`config.mk`:
```
export PLATFORM = sky130hd
export DESIGN_NAME = td4_datapath_flat
export DESIGN_NICKNAME = d
export VERILOG_FILES = /design/src/rtl/td4_datapath_if.sv /design/src/rtl/td4_datapath.sv /design/src/flat_wrapper.sv
export SDC_FILE = /design/constraint.sdc
export NUM_CORES = 1
export LEC_CHECK = 0
export CAP_MARGIN = 40
export CORE_MARGIN = 2
export CORE_UTILIZATION = 37
export DETAILED_ROUTE_END_ITERATION = 10
export HOLD_SLACK_MARGIN = 0.15
export PLACE_DENSITY = 0.83
export SKIP_LAST_GASP = 1
export SLEW_MARGIN = 20
export SYNTH_ARGS = -nofsm -noshare
export SYNTH_HDL_FRONTEND = slang
export SYNTH_SLANG_ARGS = --single-unit
```
`constraint.sdc`:
```
create_clock -name clk -period 1.8 [get_ports clk]
set_input_delay 0.18 -clock clk [delete_from_list [all_inputs] [get_ports clk]]
set_output_delay 0.18 -clock clk [all_outputs]
set_load 0.02 [all_outputs]
```
`src/rtl/td4_datapath_if.sv`:
```
// td4_datapath_if: decoder/ROM/IO bundle between the TD4 control side and its datapath
interface td4_datapath_if #(
    parameter int DATA_W = 4,
    parameter int OP_W   = 4
);
    logic                   step;
    logic [OP_W+DATA_W-1:0] instr;
    logic [DATA_W-1:0]      in_port;
    logic [1:0]             sel;
    logic [3:0]             ld;
    logic [OP_W-1:0]        op;
    logic                   c;
    logic [DATA_W-1:0]      pc;
    logic [DATA_W-1:0]      out_port;
    logic [DATA_W-1:0]      reg_a;
    logic [DATA_W-1:0]      reg_b;

    modport master (
        output step, instr, in_port, sel, ld,
        input  op, c, pc, out_port, reg_a, reg_b
    );

    modport slave (
        input  step, instr, in_port, sel, ld,
        output op, c, pc, out_port, reg_a, reg_b
    );
endinterface

```
`src/rtl/td4_datapath.sv`:
```
// td4_datapath: TD4 execution stage with A/B/OUT/PC/C registers, source mux and immediate adder
module td4_datapath #(
    parameter int DATA_W = 4,
    parameter int OP_W   = 4
) (
    input logic          clk,
    input logic          rst,
    td4_datapath_if.slave dp
);
    logic [DATA_W-1:0] a_q, a_d, b_q, b_d, o_q, o_d, pc_q, pc_d;
    logic              c_q, c_d;
    logic [DATA_W-1:0] src, im, sum;
    logic              cout;

    assign im          = dp.instr[DATA_W-1:0];
    assign dp.op       = dp.instr[OP_W+DATA_W-1:DATA_W];
    assign dp.c        = c_q;
    assign dp.pc       = pc_q;
    assign dp.out_port = o_q;
    assign dp.reg_a    = a_q;
    assign dp.reg_b    = b_q;

    // Source mux feeding the carry-producing immediate adder
    always_comb begin
        src = dp.sel == 2'b00 ? a_q :
              dp.sel == 2'b01 ? b_q :
              dp.sel == 2'b10 ? dp.in_port : '0;
        {cout, sum} = {1'b0, src} + {1'b0, im};
    end

    // Next state: a register loads only on a definite 0 strobe; X/Z/1 falls through to hold
    always_comb begin
        a_d  = a_q;
        b_d  = b_q;
        o_d  = o_q;
        pc_d = pc_q + DATA_W'(1);
        c_d  = cout;
        if (dp.ld[0] == 1'b0) a_d = sum;
        if (dp.ld[1] == 1'b0) b_d = sum;
        if (dp.ld[2] == 1'b0) o_d = sum;
        if (dp.ld[3] == 1'b0) pc_d = sum;
    end

    // State update: reset wins over step, step gates every register including C
    always_ff @(posedge clk) begin
        if (rst) begin
            a_q  <= '0;
            b_q  <= '0;
            o_q  <= '0;
            pc_q <= '0;
            c_q  <= 1'b0;
        end else if (dp.step) begin
            a_q  <= a_d;
            b_q  <= b_d;
            o_q  <= o_d;
            pc_q <= pc_d;
            c_q  <= c_d;
        end
    end
endmodule

```
`src/flat_wrapper.sv`:
```
// flat-port wrapper written by rule: the top's interface ports become plain ports
module td4_datapath_flat 
#(
    parameter int DATA_W = 4,
    parameter int OP_W   = 4
)
  (clk, rst, dp_step, dp_instr, dp_in_port, dp_sel, dp_ld, dp_op, dp_c, dp_pc, dp_out_port, dp_reg_a, dp_reg_b);
  td4_datapath_if #(.DATA_W(DATA_W), .OP_W(OP_W)) dp_i ();
  input logic clk;
  input logic rst;
  input wire logic [$bits(dp_i.step)-1:0] dp_step;
  input wire logic [$bits(dp_i.instr)-1:0] dp_instr;
  input wire logic [$bits(dp_i.in_port)-1:0] dp_in_port;
  input wire logic [$bits(dp_i.sel)-1:0] dp_sel;
  input wire logic [$bits(dp_i.ld)-1:0] dp_ld;
  output wire logic [$bits(dp_i.op)-1:0] dp_op;
  output wire logic [$bits(dp_i.c)-1:0] dp_c;
  output wire logic [$bits(dp_i.pc)-1:0] dp_pc;
  output wire logic [$bits(dp_i.out_port)-1:0] dp_out_port;
  output wire logic [$bits(dp_i.reg_a)-1:0] dp_reg_a;
  output wire logic [$bits(dp_i.reg_b)-1:0] dp_reg_b;
  assign dp_i.step = dp_step;
  assign dp_i.instr = dp_instr;
  assign dp_i.in_port = dp_in_port;
  assign dp_i.sel = dp_sel;
  assign dp_i.ld = dp_ld;
  assign dp_op = dp_i.op;
  assign dp_c = dp_i.c;
  assign dp_pc = dp_i.pc;
  assign dp_out_port = dp_i.out_port;
  assign dp_reg_a = dp_i.reg_a;
  assign dp_reg_b = dp_i.reg_b;
  td4_datapath #(.DATA_W(DATA_W), .OP_W(OP_W)) u_core (.clk(clk), .rst(rst), .dp(dp_i));
endmodule
```
* Word-level counts from Yosys, hierarchy flattened *
Cells that the tools add are included.

operators by class
  add/sub/neg operators = 2
  eq/ne operators = 2
  multiplexer cells = 4
  bitwise gates (word level) = 3
  reduce and logical (&&, ||, !) cells = 4

operators by type and width
  operator                                       count
  2-to-1 mux 4 bit                               4
  AND reduction 2 bit                            3
  adder 4 x 4 -> 5 bit                           1
  adder 4 x 1 -> 4 bit, second input constant    1
  inverter 1 bit                                 3
  == test 2 x 1 -> 1 bit, second input constant  1
  == test 2 bit, second input constant           1
  zero test 2 bit                                1

word-level totals
  register bits after elaboration = 17
  input bits = 21
  output and inout bits = 21
  word-level logic and storage cells = 20

* Longest topological paths before layout *
Gate-level depths: netlist of the first run.

  word-level depth = 6
  mapped depth = 10
  depth with buffers taken out = 9

* Worst setup path before layout of the first run *
Ideal clock, no wire load.

  path kind = in2reg
  start = input port dp_sel[1]
  end = register u_core.pc_q[2], in the netlist u_core.dp.pc[2]
  library setup time = 0.117 ns
  arrival time = 1.793 ns
  data required time = 1.683 ns
  slack = -0.111 ns
  stages on the path = 9
  path buffers = 1
  cells stage by stage = buf_2 > mux2i_1 > o21ai_0 > ha_1 > fa_1 > xnor2_1 > o22ai_1 > a22oi_1 > nor2_1

on the way
  word-level cells in the longest chain between the ends = 6
  elaborated cells on any way between the ends = 8
  classes of those cells = add/sub: 1; eq/ne: 2; mux: 4; reduce/logical: 1

ends and longest elaborated chain
  element                 RTL line            RTL
  start, declared         flat_wrapper.sv:14  input wire logic [$bits(dp_i.sel)-1:0] dp_sel;
  == test 2 bit           td4_datapath.sv:27  dp.sel == 2'b10 ? dp.in_port : '0;
  2-to-1 mux 4 bit        td4_datapath.sv:27
  2-to-1 mux 4 bit        td4_datapath.sv:26  dp.sel == 2'b01 ? b_q :
  2-to-1 mux 4 bit *      td4_datapath.sv:25  src = dp.sel == 2'b00 ? a_q :
  adder 4 x 4 -> 5 bit *  td4_datapath.sv:28  {cout, sum} = {1'b0, src} + {1'b0, im};
  2-to-1 mux 4 bit *      td4_datapath.sv:41  if (dp.ld[3] == 1'b0) pc_d = sum;
  end signal, assigned    td4_datapath.sv:56  pc_q <= pc_d;
  end, declared           td4_datapath.sv:10  logic [DATA_W-1:0] a_q, a_d, b_q, b_d, o_q, o_d, pc_q, pc_d;

Mark *: on every way between the ends. The rest lies on a longest branch, timed or not.
A chain may end at the register's enable or synchronous reset.

* Final worst setup path of the first run *
  start = register u_core.a_q[0], in the netlist u_core.dp.reg_a[0]
  end = register u_core.o_q[2], in the netlist u_core.dp.out_port[2]

on the way
  word-level cells in the longest chain between the ends = 2

ends and longest elaborated chain
  element                 RTL line            RTL
  start, declared         td4_datapath.sv:10
  start signal, assigned  td4_datapath.sv:47  a_q <= '0;
  start signal, assigned  td4_datapath.sv:53  a_q <= a_d;
  2-to-1 mux 4 bit        td4_datapath.sv:25
  adder 4 x 4 -> 5 bit    td4_datapath.sv:28
  end signal, assigned    td4_datapath.sv:49  o_q <= '0;
  end signal, assigned    td4_datapath.sv:55  o_q <= o_d;
  end, declared           td4_datapath.sv:10

No other way between the ends.

==> results of run 1 <==
-- stage by stage --
| stage | hold slack [ns] | total power, W | setup slack (ns) |
|---|---|---|---|
| 3_5_place_dp | 0.360 | 0.000765 | -0.647 |
| 3_3_place_gp | 0.360 | 0.000754 | -0.545 |
| 2_1_floorplan | 0.286 | 0.000625 | -0.00485 |
| 4_1_cts | 0.360 | 0.000978 | 0.00679 |
| 6_report | 0.360 | 0.000968 | 0.0507 |
| 5_1_grt | 0.360 | 0.00103 | -0.0438 |
-- state kept, by name (all words and copies together) (netlist names) --
| register | count |
|---|---|
| u_core.dp.reg_a | 4 |
| u_core.dp.reg_b | 4 |
| u_core.dp.c | 1 |
| u_core.dp.out_port | 4 |
| u_core.dp.pc | 4 |
-- worst register-to-register path, cell delays in order, from the launching register on --
cell and delay [ns]:
dfxtp_2 0.34, mux2i_1 0.13, o21ai_1 0.09, ha_2 0.21, fa_2 0.38, xnor2_2 0.16
buf_4 0.15, nor2_1 0.04, a21oi_1 0.12, nor2_1 0.05
-- cells by family (layout without fill, tap and decap cells) --
logic type / count (synthesis) / in the layout / synth area share, %
xor+xnor: 3 / 3 / 2.71
fa+ha+maj: 7 / 7 / 9.79
compound gates: 21 / 21 / 15.5
simple gates: 33 / 33 / 16.2
flops: 17 / 17 / 35.1
buf+inv: 13 / 50 / 8.38
mux: 12 / 12 / 12.4
-- worst max path at each step --
| stage | from | endpoint | slack, ns | depth (start not counted) |
|---|---|---|---|---|
| 2_1_floorplan | u_core.dp.reg_a[0] | u_core.dp.pc[2] | -0.005 | 8 |
| 3_3_place_gp | dp_sel[1] | u_core.dp.pc[3] | -0.54 | 10 |
| 3_5_place_dp | dp_sel[1] | u_core.dp.pc[3] | -0.65 | 10 |
| 4_1_cts | dp_sel[1] | u_core.dp.out_port[2] | 0.007 | 10 |
| 5_1_grt | u_core.dp.reg_a[0] | u_core.dp.pc[2] | -0.04 | 8 |
| 6_report | u_core.dp.reg_a[0] | u_core.dp.out_port[2] | 0.05 | 9 |
-- cells in the mapped netlist, drive strengths merged --
cell type and instances:
a211oi 4, a21o 1, a21oi 5, a22oi 1, a2bb2oi 1, buf 11, dfxtp 17, fa 1
ha 6, inv 2, mux2i 12, nand2 6, nand2b 2, nand3 2, nand3b 2, nor2 18
nor2b 1, nor3b 1, o21ai 5, o22ai 1, o31ai 2, o41ai 1, or3b 1, xnor2 2
xor2 1
-- timing repair --
item                                    4_1_cts  5_1_grt
endpoints found under the setup margin       13       10
resized for setup                             5        4
pin swaps                                     2        0
-- metal layers --
| metal | part of all wire, % | GRT usage [%] |
|---|---|---|
| met1 | 44 | 20.2 |
| met2 | 49 | 26.7 |
| met3 | 5.7 | 6.56 |
| met4 | 0.89 | 4.53 |
| met5 | 0 | 0 |
-- power groups by stage --
stage                     Combinational, W  Sequential [W]  Clock (W)
after detailed placement          0.000328        0.000437          0
after CTS                         0.000334        0.000428   0.000216
after floorplan                   0.000156        0.000469          0
after global placement            0.000318        0.000436          0
after global routing              0.000360        0.000432   0.000236
final                             0.000333        0.000428   0.000208
-- layout make-up --
cell class | instances | area, um^2
sequential | 17 | 342
timing repair buffer | 44 | 407
clock buffer | 4 | 26.3
fill | 236 | 1080
multi-input combinational | 76 | 577
inverter | 2 | 10.0
tap | 30 | 37.5
-- placed cells by master (no fill, tap or decap), drive strengths merged, types with 4 or more instances in the layout --
cell           synthesis  routed
a211oi                 4       4
a21oi                  5       5
buf                   11      11
clkbuf                 0       5
clkdlybuf4s50          0      31
dfxtp                 17      17
ha                     6       6
mux2i                 12      12
nand2                  6       6
nor2                  18      18
o21ai                  5       5
==> impl_metrics.py, run 1 <==
metrics = {
    "run_status": {
        "status": "finished clean",
    },
    "yosys": {
        "syn_avg_cell_area_um2": 9.16,
        "yosysUniqueCellTypes": 30,
        "syn_area_um2": 971,
        "syn_nets": 134,
        "postSynthCellCount": 106,
        "synth_area_leaders": "dfxtp_1, mux2i_1, ha_1",
        "ys_ff_latch": 17,
        "ys_seq_area_share_pct": 35.1,
        "netlist.area_leader.share_pct": 35.1,
        "yosysTopAreaCell": "dfxtp_1",
        "yosys_warnings": 0,
    },
    "die": {
        "die_y_um": 55.2,
        "core_area_um2": 2480,
        "rows": 18,
        "die_x_um": 55.2,
        "dieArea_um2": 3050,
        "initial_core_util_pct": 39.2,
        "io_pins": 42,
    },
    "global_routing": {
        "grt.total_usage_pct": 16.5,
        "antenna_found_initial": 0,
        "grt_pass1_vias": 826,
        "overflow": 0,
        "grt_pass1_wl_um": 3910,
        "grt_max_degree": 15,
    },
    "clocking": {
        "cts_sinks": 17,
        "cts_hold_buffers": 0,
        "clk_pin_slew_ns": 0.09,
        "htree_levels": 1,
        "worstSkewPairLatency_ns": 0.30,
        "cts_buffer_depth": 2,
        "cts_setup_buffers": 0,
        "numCtsBuffers": 3,
        "cts_tree": "yes",
        "cts_root_buffer": "clkbuf_4",
    },
    "placement": {
        "placed_cell_area_um2": 1360,
        "dp.cells": 169,
        "portBuffers": 33,
        "gp_congestion": 0.771,
        "post-dp-hpwl_um": 1890,
    },
    "detailed_routing": {
        "dr_total_vias": 871,
        "drt_iter0_markers": 18,
        "avgViaCountPerCell": 5.03,
        "drt_wl_total_um": 2370,
        "drc": 0,
        "wl_per_cell_um": 13.7,
        "drtAntennaViolNets": 0,
        "dr.pass1.iters": 4,
    },
    "setup_path": {
        "critical_path_class": "reg2reg",
        "rrSetupSlack_ns": 0.05,
        "cp_common_cell": "nor2_1",
        "crit_family": "adder cells",
        "path_cells": "mux2i_1, o21ai_1, ha_2, fa_2, xnor2_2, buf_4, nor2_1, a21oi_1, nor2_1",
        "critPathRequiredTime_ns": 1.99,
        "max_stage_delay_ns": 0.37,
        "crit_path_max_fanout": 3,
        "worstReg2RegStart": "u_core.dp.reg_a[0]",
        "reg2reg_to": "u_core.dp.out_port[2]",
        "endpoint_kind": "flop",
        "path_buf_inv": 1,
        "arrival_ns": 1.94,
        "worstSetupStartpointType": "flop",
        "slowest_stage": "fa_2",
        "r2r_cells": 9,
    },
    "final_layout": {
        "nNetsFinal": 172,
        "drive_above_1_share_pct": 18.2,
        "area.growth.synth_to_final_pct": 44.1,
        "final_cells": 173,
        "diodes": 0,
        "finalInstanceArea_um2": 1400,
        "fin_util_pct": 56.5,
    },
    "timing": {
        "maxSlewHeadroom_pct": 78.2,
        "fmax_mhz": 572,
        "worstMarginPinSlew_ns": 0.326,
        "hold_viol": 0,
        "period_share_pct": 97.2,
        "tns_ns": 0,
        "rsz0062_at_grt": "yes",
        "setup_violations": 0,
        "report.final.slew_viol_count": 0,
        "worst_clock_skew_ns": 0.00373,
        "finalCriticalPeriod_ns": 1.75,
    },
    "pwr": {
        "seq_power_share_pct": 44.2,
        "netSwitchingFraction_pct": 31.0,
        "power.internal_w": 0.000668,
        "vdd.ir_drop.worst_mv": 0.540,
        "p_per_area_nw_per_um2": 692,
        "p_sw_w": 0.000300,
        "pwr-share-clk_pct": 21.4,
        "p_leak_nw": 0.594,
        "combPwrFrac_pct": 34.4,
    },
    "min_path": {
        "min_path_type": "in2out",
        "hold_end": "dp_op[0]",
        "hp-start": "dp_instr[4]",
        "holdPathStages": 0,
    },
    "flow_run": {
        "maxCapViolCount": 0,
    },
}
(Power assumes the default switching activity.)
==> run 2: changes to the inputs <==
--- a/config.mk
+++ b/config.mk
@@ -7,10 +7,10 @@
 export LEC_CHECK = 0
 export CAP_MARGIN = 40
 export CORE_MARGIN = 2
-export CORE_UTILIZATION = 37
+export CORE_UTILIZATION = 41
 export DETAILED_ROUTE_END_ITERATION = 10
 export HOLD_SLACK_MARGIN = 0.15
-export PLACE_DENSITY = 0.83
+export PLACE_DENSITY = 0.87
 export SKIP_LAST_GASP = 1
 export SLEW_MARGIN = 20
 export SYNTH_ARGS = -nofsm -noshare
==> constraint.sdc (replaced) <==
create_clock -name clk -period 1.85 [get_ports clk]
set_input_delay 0.185 -clock clk [delete_from_list [all_inputs] [get_ports clk]]
set_output_delay 0.185 -clock clk [all_outputs]
set_load 0.02 [all_outputs]
==> impl_metrics.py, run 2 (same netlist as run 1, synthesis figures left out) <==
metrics = {
    "setup_path": {
        "path_buf_inv": 1,
        "rrSetupSlack_ns": 0.05,
        "endpoint_kind": "flop",
        "crit_path_max_fanout": 3,
        "critPathRequiredTime_ns": 2.04,
        "crit_family": "adder cells",
        "reg2reg_to": "u_core.dp.reg_b[2]",
        "worstReg2RegStart": "u_core.dp.reg_a[0]",
        "r2r_cells": 9,
        "max_stage_delay_ns": 0.42,
        "arrival_ns": 1.99,
        "critical_path_class": "reg2reg",
        "slowest_stage": "fa_2",
        "cp_common_cell": "nor2_1",
        "worstSetupStartpointType": "flop",
        "path_cells": "mux2i_1, o21ai_1, ha_2, fa_2, xnor2_2, buf_4, nor2_1, a21oi_1, nor2_1",
    },
    "pwr": {
        "fin_total_pwr_w": 0.000951,
        "p_per_area_nw_per_um2": 674,
        "vdd.ir_drop.worst_mv": 0.425,
        "p_leak_nw": 0.607,
    },
    "die": {
        "core_area_um2": 2230,
        "io_pins": 42,
        "dieArea_um2": 2770,
        "rows": 17,
        "die_x_um": 52.7,
        "die_y_um": 52.7,
        "initial_core_util_pct": 43.5,
    },
    "global_routing": {
        "antenna_found_initial": 0,
        "grt_pass1_vias": 964,
        "overflow": 0,
        "grt.total_usage_pct": 20.5,
        "grt_pass1_wl_um": 4130,
        "grt_max_degree": 15,
    },
    "final_layout": {
        "drive_above_1_share_pct": 20.8,
        "area.growth.synth_to_final_pct": 45.4,
        "final_common_cell": "clkdlybuf4s50_1",
        "n_fill_cell": 194,
        "finalInstanceArea_um2": 1410,
        "layout_common_cells": "clkdlybuf4s50_1, nor2_1, dfxtp_1",
        "diodes": 0,
        "nNetsFinal": 173,
    },
    "timing": {
        "worstMarginPinSlew_ns": 0.338,
        "finalCriticalPeriod_ns": 1.80,
        "setup_violations": 0,
        "rsz0062_at_grt": "yes",
        "report.final.slew_viol_count": 0,
        "worst_clock_skew_ns": 0.00809,
        "hold_slack_ns": 0.370,
        "hold_viol": 0,
        "period_share_pct": 97.3,
        "fmax_mhz": 556,
        "layout_setup_ws_ns": 0.0507,
        "maxSlewHeadroom_pct": 77.4,
    },
    "min_path": {
        "hold_end": "dp_op[0]",
        "hp-start": "dp_instr[4]",
        "min_path_type": "in2out",
        "holdPathStages": 0,
    },
    "clocking": {
        "htree_levels": 1,
        "cts_hold_buffers": 0,
        "numCtsBuffers": 3,
        "cts_buffer_depth": 2,
        "cts_tree": "yes",
        "cts_sinks": 17,
        "clk_pin_slew_ns": 0.10,
        "worstSkewPairLatency_ns": 0.30,
        "cts_root_buffer": "clkbuf_4",
    },
    "placement": {
        "placed_cell_area_um2": 1350,
        "gp_congestion": 0.885,
        "dp_slack_ns": -0.544,
        "portBuffers": 33,
        "post-dp-hpwl_um": 1970,
    },
    "detailed_routing": {
        "drtAntennaViolNets": 0,
        "dr_total_vias": 887,
        "dr.pass1.iters": 4,
        "wl_per_cell_um": 14.4,
        "avgViaCountPerCell": 5.16,
        "drt_wl_total_um": 2470,
        "drt_iter0_markers": 5,
        "drc": 0,
    },
    "flow_run": {
        "maxCapViolCount": 0,
    },
    "run_status": {
        "status": "finished clean",
    },
}
==> run 2: final cells by class <==
cell class                      count  area, um^2  area share (%)
Timing Repair Buffer               45         418            29.6
Inverter                            2        10.0           0.709
Sequential cell                    17         342            24.2
Multi-Input combinational cell     76         579            41.0
Clock buffer                        3        22.5            1.60
Tap cell                           28        35.0            2.48
Clock inverter                      1        5.00           0.355
==> run 2: repair_timing <==
action                     4_1_cts  5_1_grt
pin swaps                        1        6
setup endpoints to repair       11        7
resized for setup                6        8
setup buffers                    0        2
==> run 2: worst max path at each step <==
stage                                  start                    end  slack [ns]  depth (start not counted)
after floorplan                    dp_sel[1]        u_core.dp.pc[2]        0.03                          9
after global placement             dp_sel[1]     u_core.dp.reg_a[3]       -0.40                         10
after detailed placement           dp_sel[1]     u_core.dp.reg_a[3]       -0.54                         10
after CTS                          dp_sel[0]        u_core.dp.pc[1]      -0.008                          8
after global routing      u_core.dp.reg_a[0]  u_core.dp.out_port[2]       -0.04                          9
final                     u_core.dp.reg_a[0]     u_core.dp.reg_b[2]        0.05                          9
==> run 2: where the power goes <==
group          total (W)  leakage, nW  switching (W)  internal (W)
Clock           0.000204       0.0177       0.000123     0.0000806
Sequential      0.000418        0.140      0.0000230      0.000395
Combinational   0.000329        0.449       0.000158      0.000172
Total           0.000951        0.607       0.000304      0.000647
==> run 2: metal layers <==
layer / wire length, um / GRT usage [%]
met1: 1000 / 22.1
met3: 112 / 4.86
met2: 1330 / 38.3
met5: 0 / 0
met4: 27 / 6.84
==> run 2: per-stage QoR <==
step	utilization [%]	instances	TNS [ns]
3_3_place_gp	60.4	166	-4.38
6_report	63.2	172	0
2_1_floorplan	-	106	0
5_1_grt	63.2	172	-0.0827
4_1_cts	62.1	170	-0.00778
3_5_place_dp	60.4	166	-5.49
==> run 3: changes to the inputs <==
--- a/config.mk
+++ b/config.mk
@@ -9,7 +9,8 @@
 export CORE_MARGIN = 2
 export CORE_UTILIZATION = 41
 export DETAILED_ROUTE_END_ITERATION = 10
-export HOLD_SLACK_MARGIN = 0.15
+export GPL_ROUTABILITY_DRIVEN = 0
+export HOLD_SLACK_MARGIN = 0.1
 export PLACE_DENSITY = 0.87
 export SKIP_LAST_GASP = 1
 export SLEW_MARGIN = 20
==> results of run 3 <==
The final DEF is identical to that of run 2; final timing and power are the same.
